--- src/rtl/cordic_pkg.sv ---
// Shared CORDIC definitions: quadrant encodings and phase constants (degrees x 10^4),
// used by both the pre-rotation stage and the output-side quadrant restorer.
package cordic_pkg;

  typedef logic [1:0] quadrant_t;

  localparam quadrant_t Q1 = 2'b00;
  localparam quadrant_t Q2 = 2'b01;
  localparam quadrant_t Q3 = 2'b11;
  localparam quadrant_t Q4 = 2'b10;

  localparam logic signed [21:0] PHASE_P90  = 22'sd900000;
  localparam logic signed [21:0] PHASE_180  = 22'sd1800000;
  localparam logic signed [21:0] PHASE_N90  = -22'sd900000;

  // Q2/Q3 were folded by +-180 deg upstream, so their results come back negated.
  function automatic logic quad_negates(input quadrant_t q);
    return q[0];
  endfunction

endpackage

--- src/rtl/cordic_quad_fifo.sv ---
// In-order quadrant-code FIFO with occupancy level and sticky overflow/underflow flags.
// An underflowing pop returns Q1 so the restorer passes data through unchanged.
module cordic_quad_fifo
  import cordic_pkg::*;
#(
  parameter int DEPTH = 16,
  localparam int AW = $clog2(DEPTH)
) (
  input  logic          clk,
  input  logic          rst,
  input  logic          push,
  input  quadrant_t     push_data,
  input  logic          pop,
  output quadrant_t     pop_data,
  output logic [AW:0]   level,
  output logic          err_ovf,
  output logic          err_unf
);

  localparam logic [AW:0] FULL_LVL = (AW + 1)'(DEPTH);

  quadrant_t       mem [DEPTH];
  logic [AW-1:0]   wr_ptr;
  logic [AW-1:0]   rd_ptr;
  logic            empty;
  logic            full;
  logic            do_pop;
  logic            do_push;

  assign empty   = (level == '0);
  assign full    = (level == FULL_LVL);
  assign do_pop  = pop && !empty;
  // A pop in the same cycle frees the slot, so a push to a full FIFO still lands.
  assign do_push = push && (!full || do_pop);
  assign pop_data = do_pop ? mem[rd_ptr] : Q1;

  // NOTE: storage has no reset; the pointers and level alone define what is valid.
  always_ff @(posedge clk) begin
    if (!rst && do_push) mem[wr_ptr] <= push_data;
  end

  // NOTE: sequential state uses non-blocking assignments so every register samples pre-edge values.
  always_ff @(posedge clk) begin
    if (rst) begin
      wr_ptr  <= '0;
      rd_ptr  <= '0;
      level   <= '0;
      err_ovf <= 1'b0;
      err_unf <= 1'b0;
    end else begin
      if (do_push) wr_ptr <= wr_ptr + 1'b1;
      if (do_pop)  rd_ptr <= rd_ptr + 1'b1;
      case ({do_push, do_pop})
        2'b10:   level <= level + 1'b1;
        2'b01:   level <= level - 1'b1;
        default: level <= level;
      endcase
      if (push && !do_push) err_ovf <= 1'b1;
      if (pop && empty)     err_unf <= 1'b1;
    end
  end

endmodule

--- src/rtl/cordic_post.sv ---
// CORDIC output quadrant restorer: buffers quadrant codes across the rotation core and
// re-signs cos/sin on delivery. Define CORDIC_POST_SAT_EN to saturate negation of the minimum value.
module cordic_post
  import cordic_pkg::*;
#(
  parameter int DATA_W     = 18,
  parameter int FIFO_DEPTH = 16
) (
  input  logic                               clk,
  input  logic                               rst,
  input  logic [1:0]                         quad_in,
  input  logic                               quad_valid,
  input  logic signed [DATA_W-1:0]           cos_in,
  input  logic signed [DATA_W-1:0]           sin_in,
  input  logic                               core_valid,
  output logic signed [DATA_W-1:0]           cos_out,
  output logic signed [DATA_W-1:0]           sin_out,
  output logic                               out_valid,
  output logic                               err_ovf,
  output logic                               err_unf,
  output logic [$clog2(FIFO_DEPTH):0]        fifo_level
);

`ifdef CORDIC_POST_SAT_EN
  localparam logic signed [DATA_W-1:0] MIN_VAL = {1'b1, {(DATA_W-1){1'b0}}};
  localparam logic signed [DATA_W-1:0] MAX_VAL = {1'b0, {(DATA_W-1){1'b1}}};
`endif

  quadrant_t pop_quad;
  logic      negate;

  cordic_quad_fifo #(.DEPTH(FIFO_DEPTH)) u_fifo (
    .clk       (clk),
    .rst       (rst),
    .push      (quad_valid),
    .push_data (quad_in),
    .pop       (core_valid),
    .pop_data  (pop_quad),
    .level     (fifo_level),
    .err_ovf   (err_ovf),
    .err_unf   (err_unf)
  );

  assign negate = quad_negates(pop_quad);

  function automatic logic signed [DATA_W-1:0] restore(
    input logic signed [DATA_W-1:0] v,
    input logic                     neg
  );
    logic signed [DATA_W-1:0] r;
    r = neg ? -v : v;
`ifdef CORDIC_POST_SAT_EN
    if (neg && v == MIN_VAL) r = MAX_VAL;
`endif
    return r;
  endfunction

  always_ff @(posedge clk) begin
    if (rst) begin
      cos_out   <= '0;
      sin_out   <= '0;
      out_valid <= 1'b0;
    end else begin
      out_valid <= core_valid;
      if (core_valid) begin
        cos_out <= restore(cos_in, negate);
        sin_out <= restore(sin_in, negate);
      end
    end
  end

endmodule

--- config.mk ---
export PLATFORM = sky130hd
export DESIGN_NAME = cordic_post
export DESIGN_NICKNAME = d
export VERILOG_FILES = /design/src/rtl/cordic_pkg.sv /design/src/rtl/cordic_quad_fifo.sv /design/src/rtl/cordic_post.sv
export SDC_FILE = /design/constraint.sdc
export NUM_CORES = 1
export LEC_CHECK = 0
export ABC_AREA = 0
export BUFFER_PORTS_ARGS = -buffer_cell sky130_fd_sc_hd__buf_2
export CORE_ASPECT_RATIO = 0.6
export CORE_UTILIZATION = 29
export DETAILED_ROUTE_END_ITERATION = 7
export HOLD_SLACK_MARGIN = 0.02
export PLACE_DENSITY_LB_ADDON = 0.25
export SLEW_MARGIN = 5
export SYNTH_ARGS = -nofsm -noshare
export SYNTH_HDL_FRONTEND = slang
export SYNTH_SLANG_ARGS = --single-unit
--- constraint.sdc ---
create_clock -name clk -period 4.25 [get_ports clk]
set_input_delay 0.425 -clock clk [delete_from_list [all_inputs] [get_ports clk]]
set_output_delay 0.425 -clock clk [all_outputs]
set_load 0.05 [all_outputs]
======== After elaboration in Yosys (flattened, before gate mapping) ========
Memories as Yosys holds them, arrays and structs flattened. A register that Yosys moved wholly into a read port is not among the register bits.
Index checks and enable logic that the tools add are counted.
cells by class
  add/subtract/negate cells ............... 6
  multiply operators ...................... 0
  div/mod/pow operators ................... 0
  order comparisons ....................... 0
  eq/ne operators ......................... 3
  shift operators ......................... 0
  multiplexer cells ....................... 8
  bitwise gates (word level) .............. 0
  reductions and logical operators ........ 12
operators with widths
  kind                   number
  $mux W18               2
  $neg A18 Y18           2
  $pmux W5 S2            1
  $add A4 B1 Y4 const B  2
  $mux W4                2
  $add A5 B1 Y5 const B  1
  $eq A5 B5 Y1 const B   1
  $logic_and A1 B1 Y1    5
  $logic_not A5 Y1       1
  $sub A5 B1 Y5 const B  1
  $logic_not A1 Y1       4
  $mux W1                3
  $eq A2 B1 Y1 const B   1
  $eq A2 B2 Y1 const B   1
  $reduce_bool A2 Y1     1
  $logic_or A1 B1 Y1     1
storage, ports and cells
  register bits after elaboration ......... 52
  bits in latches ......................... 0
  bits in writable memories ............... 32
  ROM bits ................................ 0
  input bits .............................. 42
  output and inout bits ................... 44
  memories kept ........................... 1
memory list
  memory      depth  bits a word  rd ports  clocked after memory_dff  write ports  RTL line                source
  u_fifo.mem  16     2            1         1                         1            cordic_quad_fifo.sv:22  quadrant_t mem [DEPTH];

======== Longest topological paths before layout ========
Gate-level depths: netlist of run 1.
  depth in word-level cells ............... 8
  mapped depth ............................ 10

======== Modules after synthesis ========
From an unflattened synthesis of run 1, not the netlist that was laid out.
unflattened totals
  cell total of the unflattened synthesis .. 432
  area total of the unflattened synthesis .. 4,430.5 µm²
modules (own cells, without submodules)
  module            times used  cells an instance  area each (µm²)
  cordic_quad_fifo  1           180                2,338.5
  cordic_post       1           252                2,092.0

======== Worst setup path before layout of run 1 ========
OpenSTA, ideal clock, no wires.
  kind .................................... reg-to-reg
  start ................................... register u_fifo.level[0]
  end ..................................... register u_fifo.level[4]
  library setup time ...................... 131 ps
  data arrival time ....................... 2,779 ps
  setup slack ............................. 1,340 ps
  stages on the path, launching flop included .. 11
  clock period less this slack ............ 2,910 ps
  cell sequence ........................... dfxtp_1 -> or4_1 -> buf_2 -> o21ai_0 -> nor2_1 -> fa_1 -> a21o_1 -> a21oi_1 -> and3_1 -> o21ai_0 -> nor3b_1
between the ends
  cells in the longest elaborated chain, start to end .. 7
  elaborated cells between the ends (all ways) .. 13
  those cells by class .................... 2 x add/sub; 3 x eq/ne; 1 x mux; 7 x reduce/logical
RTL lines
  element                                                   RTL line                source
  start: declaration                                        cordic_quad_fifo.sv:15  output logic [AW:0] level,
  start signal: assignment                                  cordic_quad_fifo.sv:54  2'b10: level <= level + 1'b1;
  start signal: assignment                                  cordic_quad_fifo.sv:55  2'b01: level <= level - 1'b1;
  start signal: assignment                                  cordic_quad_fifo.sv:56  default: level <= level;
  $logic_not A5 Y1                                          cordic_quad_fifo.sv:30  assign empty = (level == '0);
  $logic_not A1 Y1                                          cordic_quad_fifo.sv:32  assign do_pop = pop && !empty;
  $logic_and A1 B1 Y1                                       cordic_quad_fifo.sv:32
  $logic_or A1 B1 Y1                                        cordic_quad_fifo.sv:34  assign do_push = push && (!full || do_pop);
  $logic_and A1 B1 Y1                                       cordic_quad_fifo.sv:34
  $eq A2 B1 Y1 / $eq A2 B2 Y1 (equally long branches)       cordic_quad_fifo.sv:53  case ({do_push, do_pop})
  $pmux W5 S2 / $reduce_bool A2 Y1 (equally long branches)  -
Several ways; a longest one is shown, not always the timed one.
A chain may end at the register's enable or synchronous reset.

======== Final worst setup path of run 1 ========
Same ends and word-level chain as after synthesis.

==> reports/qor.yml, run 1 <==
run_status:
  status: "complete, no violations"
clock_tree:
  clk_pin_slew_ns: 0.06
  post_cts_resized: 0
  clock-sinks: 72
  htree_levels: 3
  cts_max_path_buffers: 2
  worstSkewPairLatency_ns: 0.34
  cts-root-buf: "clkbuf_16"
  cts_tree: "yes"
  cts_buffers: 9
  ctsHoldBuffers: 0
  postCtsSetupBuffers: 0
detailed_routing:
  drt-total-wl_um: 12500
  route.detailed.drc: 0
  first_iter_violations: 224
  viasPerCell: 5.57
  vias: 3786
  drtAntennaViolNets: 0
  drt-pass1-iter-count: 5
  wl_per_cell_um: 18.4
sta:
  setup_viol: 0
  max_slew_margin: 0.263
  fin_skew_ns: 0.00558
  final_hold_viol_count: 0
  finalCritPeriodShare: 0.686
  worst_slew_pin_slew_ns: 1.09
  max_freq_ghz: 0.343
  fin_tns_setup_ns: 0
  finalMaxSlewViolations: 0
  grt_setup_unrepaired: "false"
  fin_crit_ns: 2.91
  hold_ws_ns: 0.308
final_layout:
  layout_common_cells: "buf_2 (84), dfxtp_1 (56), nor2_1 (52), nor3_1 (32), nand4_1 (17)"
  register_area_mm2: 0.00160
  final_common_cell: "buf_2"
  syn2layout_area_growth_pct: 20.1
  fin_nets: 557
  multi_input_area_mm2: 0.00215
  final_layout_size_suffix_gt1_frac: 0.234
  fillers: 1331
  fin_area_mm2: 0.00478
  finalNonFillerCells: 680
synth:
  synth_warnings: 0
  synthFlopType: "dfxtp_1"
  ys_async_sr_fraction: 0
  yosysSeqAreaShare: 0.403
  syn_avg_cell_area_um2: 9.15
  synth_nets: 488
  synth_cell_types: 64
  synth_edf_count: 16
  syn_area_mm2: 0.00398
  postSynthCellCount: 435
  ys_ff_latch: 72
run:
  maxCapViolations: 0
grt:
  track_usage: 0.184
  grt_max_degree: 37
  gr-total-overflow: 0
  grt_pass1_wl_um: 20200
  antenna_found_initial: 2
  grt_pass1_vias: 3653
die:
  std_cell_rows: 32
  die_x_um: 153
  num_io_pins: 86
  initial_core_util: 0.304
  die_h_um: 92.7
  core_area_mm2: 0.0131
  die-area_mm2: 0.0142
critical_path:
  path_class: "register to register"
  cp_data_required_time_ns: 4.46
  timing.rr.end: "u_fifo.level[4]$_SDFFE_PP0P_"
  path_cells: "or4_1 > o21ai_0 > nor2_1 > fa_1 > a21o_1 > a21oi_1 > and3_1 > o21ai_0 > nor3b_1"
  path_delay_family: "simple AND/OR/NAND/NOR gates"
  arrival_ns: 3.12
  cp_slowest_cell: "or4_1"
  r2r_slack_ns: 1.34
  r2r_cells: 9
  timing.rr.start: "u_fifo.level[0]$_SDFFE_PP0P_"
  slowest_delay_ns: 0.64
  cp_max_fo: 6
  crit_buf_inv: 0
  critPathLaunchType: "register"
  cp_common_cell: "o21ai_0"
  crit_start: "u_fifo.level[0]$_SDFFE_PP0P_"
  end_kind: "register"
placement:
  numPortBuffers: 84
  gp_congestion: 0.814
  place_inst: 663
  place_area_mm2: 0.00448
  dp_hpwl_um: 8960
power:
  power.density_mw_per_mm2: 536
  p_leak_nw: 1.88
  irDropWorstVdd_v: 0.000317
  p_total_mw: 2.56
worst_hold_path:
  hold_depth: 2
  min_from: "cos_in[16]"
  whs_endpoint: "cos_out[16]$_SDFFE_PP0P_"
  hp-class: "input port to register"
final cells by class:
type / count / area share
clock buffers: 10 / 0.0500
well taps: 170 / 0.0445
repair buffers: 91 / 0.0990
diodes: 1 / 0.000524
multi-input cells: 319 / 0.450
flip-flops and latches: 72 / 0.335
inverters: 11 / 0.00864
clock inverters: 6 / 0.0123
report_power, final:
| group | internal [mW] | switching, mW |
|---|---|---|
| Combinational | 0.260 | 0.645 |
| Clock | 0.467 | 0.292 |
| Sequential | 0.800 | 0.0965 |
| Total | 1.53 | 1.03 |
Yosys cell counts (7+ instances only):
cell	count	area share
dfxtp_1	56	0.28
nor2_1	52	0.049
nor3_1	32	0.040
clkbuf_1	18	0.017
nand4_1	17	0.027
edfxtp_1	16	0.12
nand2_1	16	0.015
nand3_1	16	0.020
a32oi_1	14	0.031
a21oi_1	12	0.015
o21ai_0	12	0.015
inv_1	11	0.010
mux2i_1	11	0.028
ha_1	10	0.031
nor4_1	10	0.016
a311o_1	8	0.020
a2111o_1	7	0.020
a32o_1	7	0.018
nand2b_1	7	0.011
through the flow:
stage | setup slack [ns] | utilization
4_1_cts | 1.34 | 0.365
5_1_grt | 1.03 | 0.365
2_1_floorplan | 1.34 | -
3_3_place_gp | 1.39 | 0.342
6_report | 1.34 | 0.365
3_5_place_dp | 1.36 | 0.342
cell families after synthesis:
| family | synth area share |
|---|---|
| adder cells (fa/ha/maj) | 0.0365 |
| buffers and inverters | 0.0575 |
| multiplexers | 0.0305 |
| AO/OA/AOI/OAI | 0.206 |
| AND/OR/NAND/NOR | 0.247 |
| flip-flops | 0.403 |
| XOR/XNOR | 0.0198 |
sequential cells by signal (all words and copies together) (netlist names), named ones only:
name            cells
u_fifo.mem         16
u_fifo.err_unf      1
cos_out            18
u_fifo.err_ovf      1
u_fifo.rd_ptr       4
sin_out            18
u_fifo.level        5
u_fifo.wr_ptr       4
out_valid           1
how the worst max path moves through the flow:
stage	slack [ns]	cells after the start	endpoint
2_1_floorplan	1.34	10	u_fifo.level[4]$_SDFFE_PP0P_
3_3_place_gp	1.39	9	u_fifo.level[4]$_SDFFE_PP0P_
3_5_place_dp	1.36	9	u_fifo.level[4]$_SDFFE_PP0P_
4_1_cts	1.34	9	u_fifo.level[4]$_SDFFE_PP0P_
5_1_grt	1.03	9	u_fifo.level[4]$_SDFFE_PP0P_
6_report	1.34	9	u_fifo.level[4]$_SDFFE_PP0P_
metal layers:
| layer | vias to the layer above | wire (µm) | track usage |
|---|---|---|---|
| met4 | 2 | 102 | 0.0387 |
| met5 | - | 13 | 0 |
| met3 | 14 | 822 | 0.0552 |
| met2 | 136 | 4950 | 0.255 |
| li1 | 1832 | - | - |
| met1 | 1802 | 6610 | 0.274 |
(Power assumes the default switching activity.)
==> run 2, diff against run 1 <==
ABC_AREA = 1   (was 0)
clock period = 2.6 ns   (was 4.25 ns; I/O delays follow)
==> run 2 against run 1 <==
Effect of this change: final cell count grew 24%; sequential power rose by 53%; via count increased by 4.2%; clock power up 67%; cell area up 2.9%; fmax rose by 34%; setup slack worse by 0.92 ns; register-to-register slack got worse by 0.92 ns; combinational power grew 51%; utilization is 0.51 points lower; clock skew about the same; largest power group is now sequential cells.
==> reports/qor.yml, run 2 <==
clock_tree:
  cts_tree: "yes"
  cts-root-buf: "clkbuf_16"
  htree_levels: 3
  postCtsSetupBuffers: 0
  cts_buffers: 9
  post_cts_resized: 0
  clock-sinks: 72
  worstSkewPairLatency_ns: 0.33
  cts_max_path_buffers: 2
  ctsHoldBuffers: 0
  clk_pin_slew_ns: 0.06
synth:
  ys_ff_latch: 72
  synth_warnings: 0
  yosysSeqAreaShare: 0.395
  synth_top_area_frac: 0.276
  synth.most_common_cell: "nand2_1"
  synth_area_leaders: "dfxtp_1 (28%), edfxtp_1 (12%), nand2_1 (11%)"
  yosysTopAreaCell: "dfxtp_1"
  synth_cell_types: 35
  ys_async_sr_fraction: 0
  postSynthCellCount: 572
  synthTopCellsByCount: "nand2_1 (119), nor2_1 (77), inv_1 (72)"
  synth_nets: 625
  synthFlopType: "dfxtp_1"
  synth_edf_count: 16
  syn_area_mm2: 0.00406
  syn_avg_cell_area_um2: 7.09
sta:
  hold_ws_ns: 0.193
  worst_slew_pin_slew_ns: 0.658
  finalCritPeriodShare: 0.839
  max_slew_margin: 0.561
  fin_crit_ns: 2.18
  fin_tns_setup_ns: 0
  final_hold_viol_count: 0
  setup_viol: 0
  max_freq_ghz: 0.458
  fin_skew_ns: 0.00571
  grt_setup_unrepaired: "false"
  finalMaxSlewViolations: 0
run:
  maxCapViolations: 0
critical_path:
  timing.rr.start: "u_fifo.level[1]$_SDFFE_PP0P_"
  timing.rr.end: "u_fifo.level[4]$_SDFFE_PP0P_"
  path_class: "register to register"
  critPathLaunchType: "register"
  r2r_slack_ns: 0.42
  r2r_cells: 11
  critPathCapture: "u_fifo.level[4]$_SDFFE_PP0P_"
  cp_max_fo: 5
  crit_start: "u_fifo.level[1]$_SDFFE_PP0P_"
  end_kind: "register"
  arrival_ns: 2.41
  cp_data_required_time_ns: 2.83
placement:
  gp_congestion: 0.904
  dp_hpwl_um: 8360
  place_area_mm2: 0.00461
  numPortBuffers: 84
die:
  die-area_mm2: 0.0145
  std_cell_rows: 33
  core_area_mm2: 0.0137
  initial_core_util: 0.297
  die_x_um: 155
  num_io_pins: 86
  die_h_um: 93.6
worst_hold_path:
  hp-class: "input port to register"
  min_from: "sin_in[15]"
run_status:
  status: "complete, no violations"
grt:
  grt_pass1_wl_um: 18100
  grt_max_degree: 71
  grt_pass1_vias: 3584
  antenna_found_initial: 0
  gr-total-overflow: 0
  track_usage: 0.163
final_layout:
  syn2layout_area_growth_pct: 21.2
  final_layout_size_suffix_gt1_frac: 0.190
  n_antenna_cell: 0
  final_common_cell: "nand2_1"
  reg.largest.list: "cos_out: 18 flops, sin_out: 18 flops, u_fifo.mem: 16 flops"
  fin_area_mm2: 0.00492
  layout_common_cells: "nand2_1 (119), buf_2 (84), nor2_1 (77), inv_1 (72), dfxtp_1 (56)"
  fin_nets: 701
  fillers: 1466
detailed_routing:
  route.detailed.drc: 0
  drt-pass1-iter-count: 4
  wl_per_cell_um: 13.1
  drt-total-wl_um: 11100
  first_iter_violations: 207
  vias: 3946
  drtAntennaViolNets: 0
  viasPerCell: 4.67
power:
  power.density_mw_per_mm2: 813
  p_total_mw: 4.00
  p_leak_nw: 2.32
  irDropWorstVdd_v: 0.000330
[run 2: cell count changes in the layout (fill, tap and decap cells not counted), moves of 9 or more]
cell,change
nor2_1,+25
a32oi_1,-14
nor4_1,-9
a21oi_1,+9
nor3_1,-24
inv_1,+61
nand2_1,+103
mux2i_1,-11
a31oi_1,+20
nand3_1,+36
o21ai_0,+23
xor2_1,+9
[run 2: worst min path at each step]
| stage | to | slack (ns) | depth (start not counted) |
|---|---|---|---|
| finish | sin_out[15]$_SDFFE_PP0P_ | 0.19 | 3 |
| global route | sin_out[15]$_SDFFE_PP0P_ | 0.20 | 3 |
| CTS | sin_out[15]$_SDFFE_PP0P_ | 0.18 | 3 |
| detailed placement | u_fifo.err_ovf$_SDFFE_PP0P_ | 0.47 | 2 |
| global placement | u_fifo.err_ovf$_SDFFE_PP0P_ | 0.45 | 2 |
| floorplan | u_fifo.mem[0][0]$_DFFE_PP_ | 0.36 | 0 |
[run 2: layout make-up]
class                   instances  area, µm²  share of cell area
repair buffers                 89        458              0.0931
clock inverters                 7       78.8              0.0160
multi-input cells             399       2020               0.410
clock buffers                   9        225              0.0458
flip-flops and latches         72       1600               0.326
inverters                      77        297              0.0603
well taps                     192        240              0.0489
[run 2: power breakdown]
part	switching (mW)	total, mW	internal (mW)
Combinational	0.989	1.37	0.378
Clock	0.513	1.27	0.753
Sequential	0.105	1.37	1.26
[run 2: worst max-delay path, stage by stage, from the launching register on]
cell and delay [ns]:
dfxtp_1 0.40, inv_1 0.10, nand4_1 0.14, nand2_2 0.07
nor2_1 0.33, ha_1 0.36, a21oi_1 0.17, nor2_1 0.07
o21ai_0 0.22, nand3_1 0.11, nand2_1 0.06, nor2_1 0.04
[run 2: cells by family after synthesis]
family | share of synthesized area
XOR/XNOR | 0.0367
buffers and inverters | 0.108
adder cells (fa/ha/maj) | 0.0358
AND/OR/NAND/NOR | 0.311
flip-flops | 0.395
AO/OA/AOI/OAI | 0.114
[run 2: stage by stage]
stage	setup slack, ns	std cells	utilization
floorplan	0.138	572	-
global placement	0.480	829	0.338
detailed placement	0.457	829	0.338
CTS	0.435	845	0.360
global route	0.127	845	0.360
finish	0.418	845	0.360
[run 2: layer usage]
metal	GRT usage	routed length [µm]	vias to the layer above
li1	-	-	2021
met1	0.230	5890	1809
met2	0.241	4460	114
met3	0.0436	687	2
met4	0.0446	37	0
met5	0	0	-
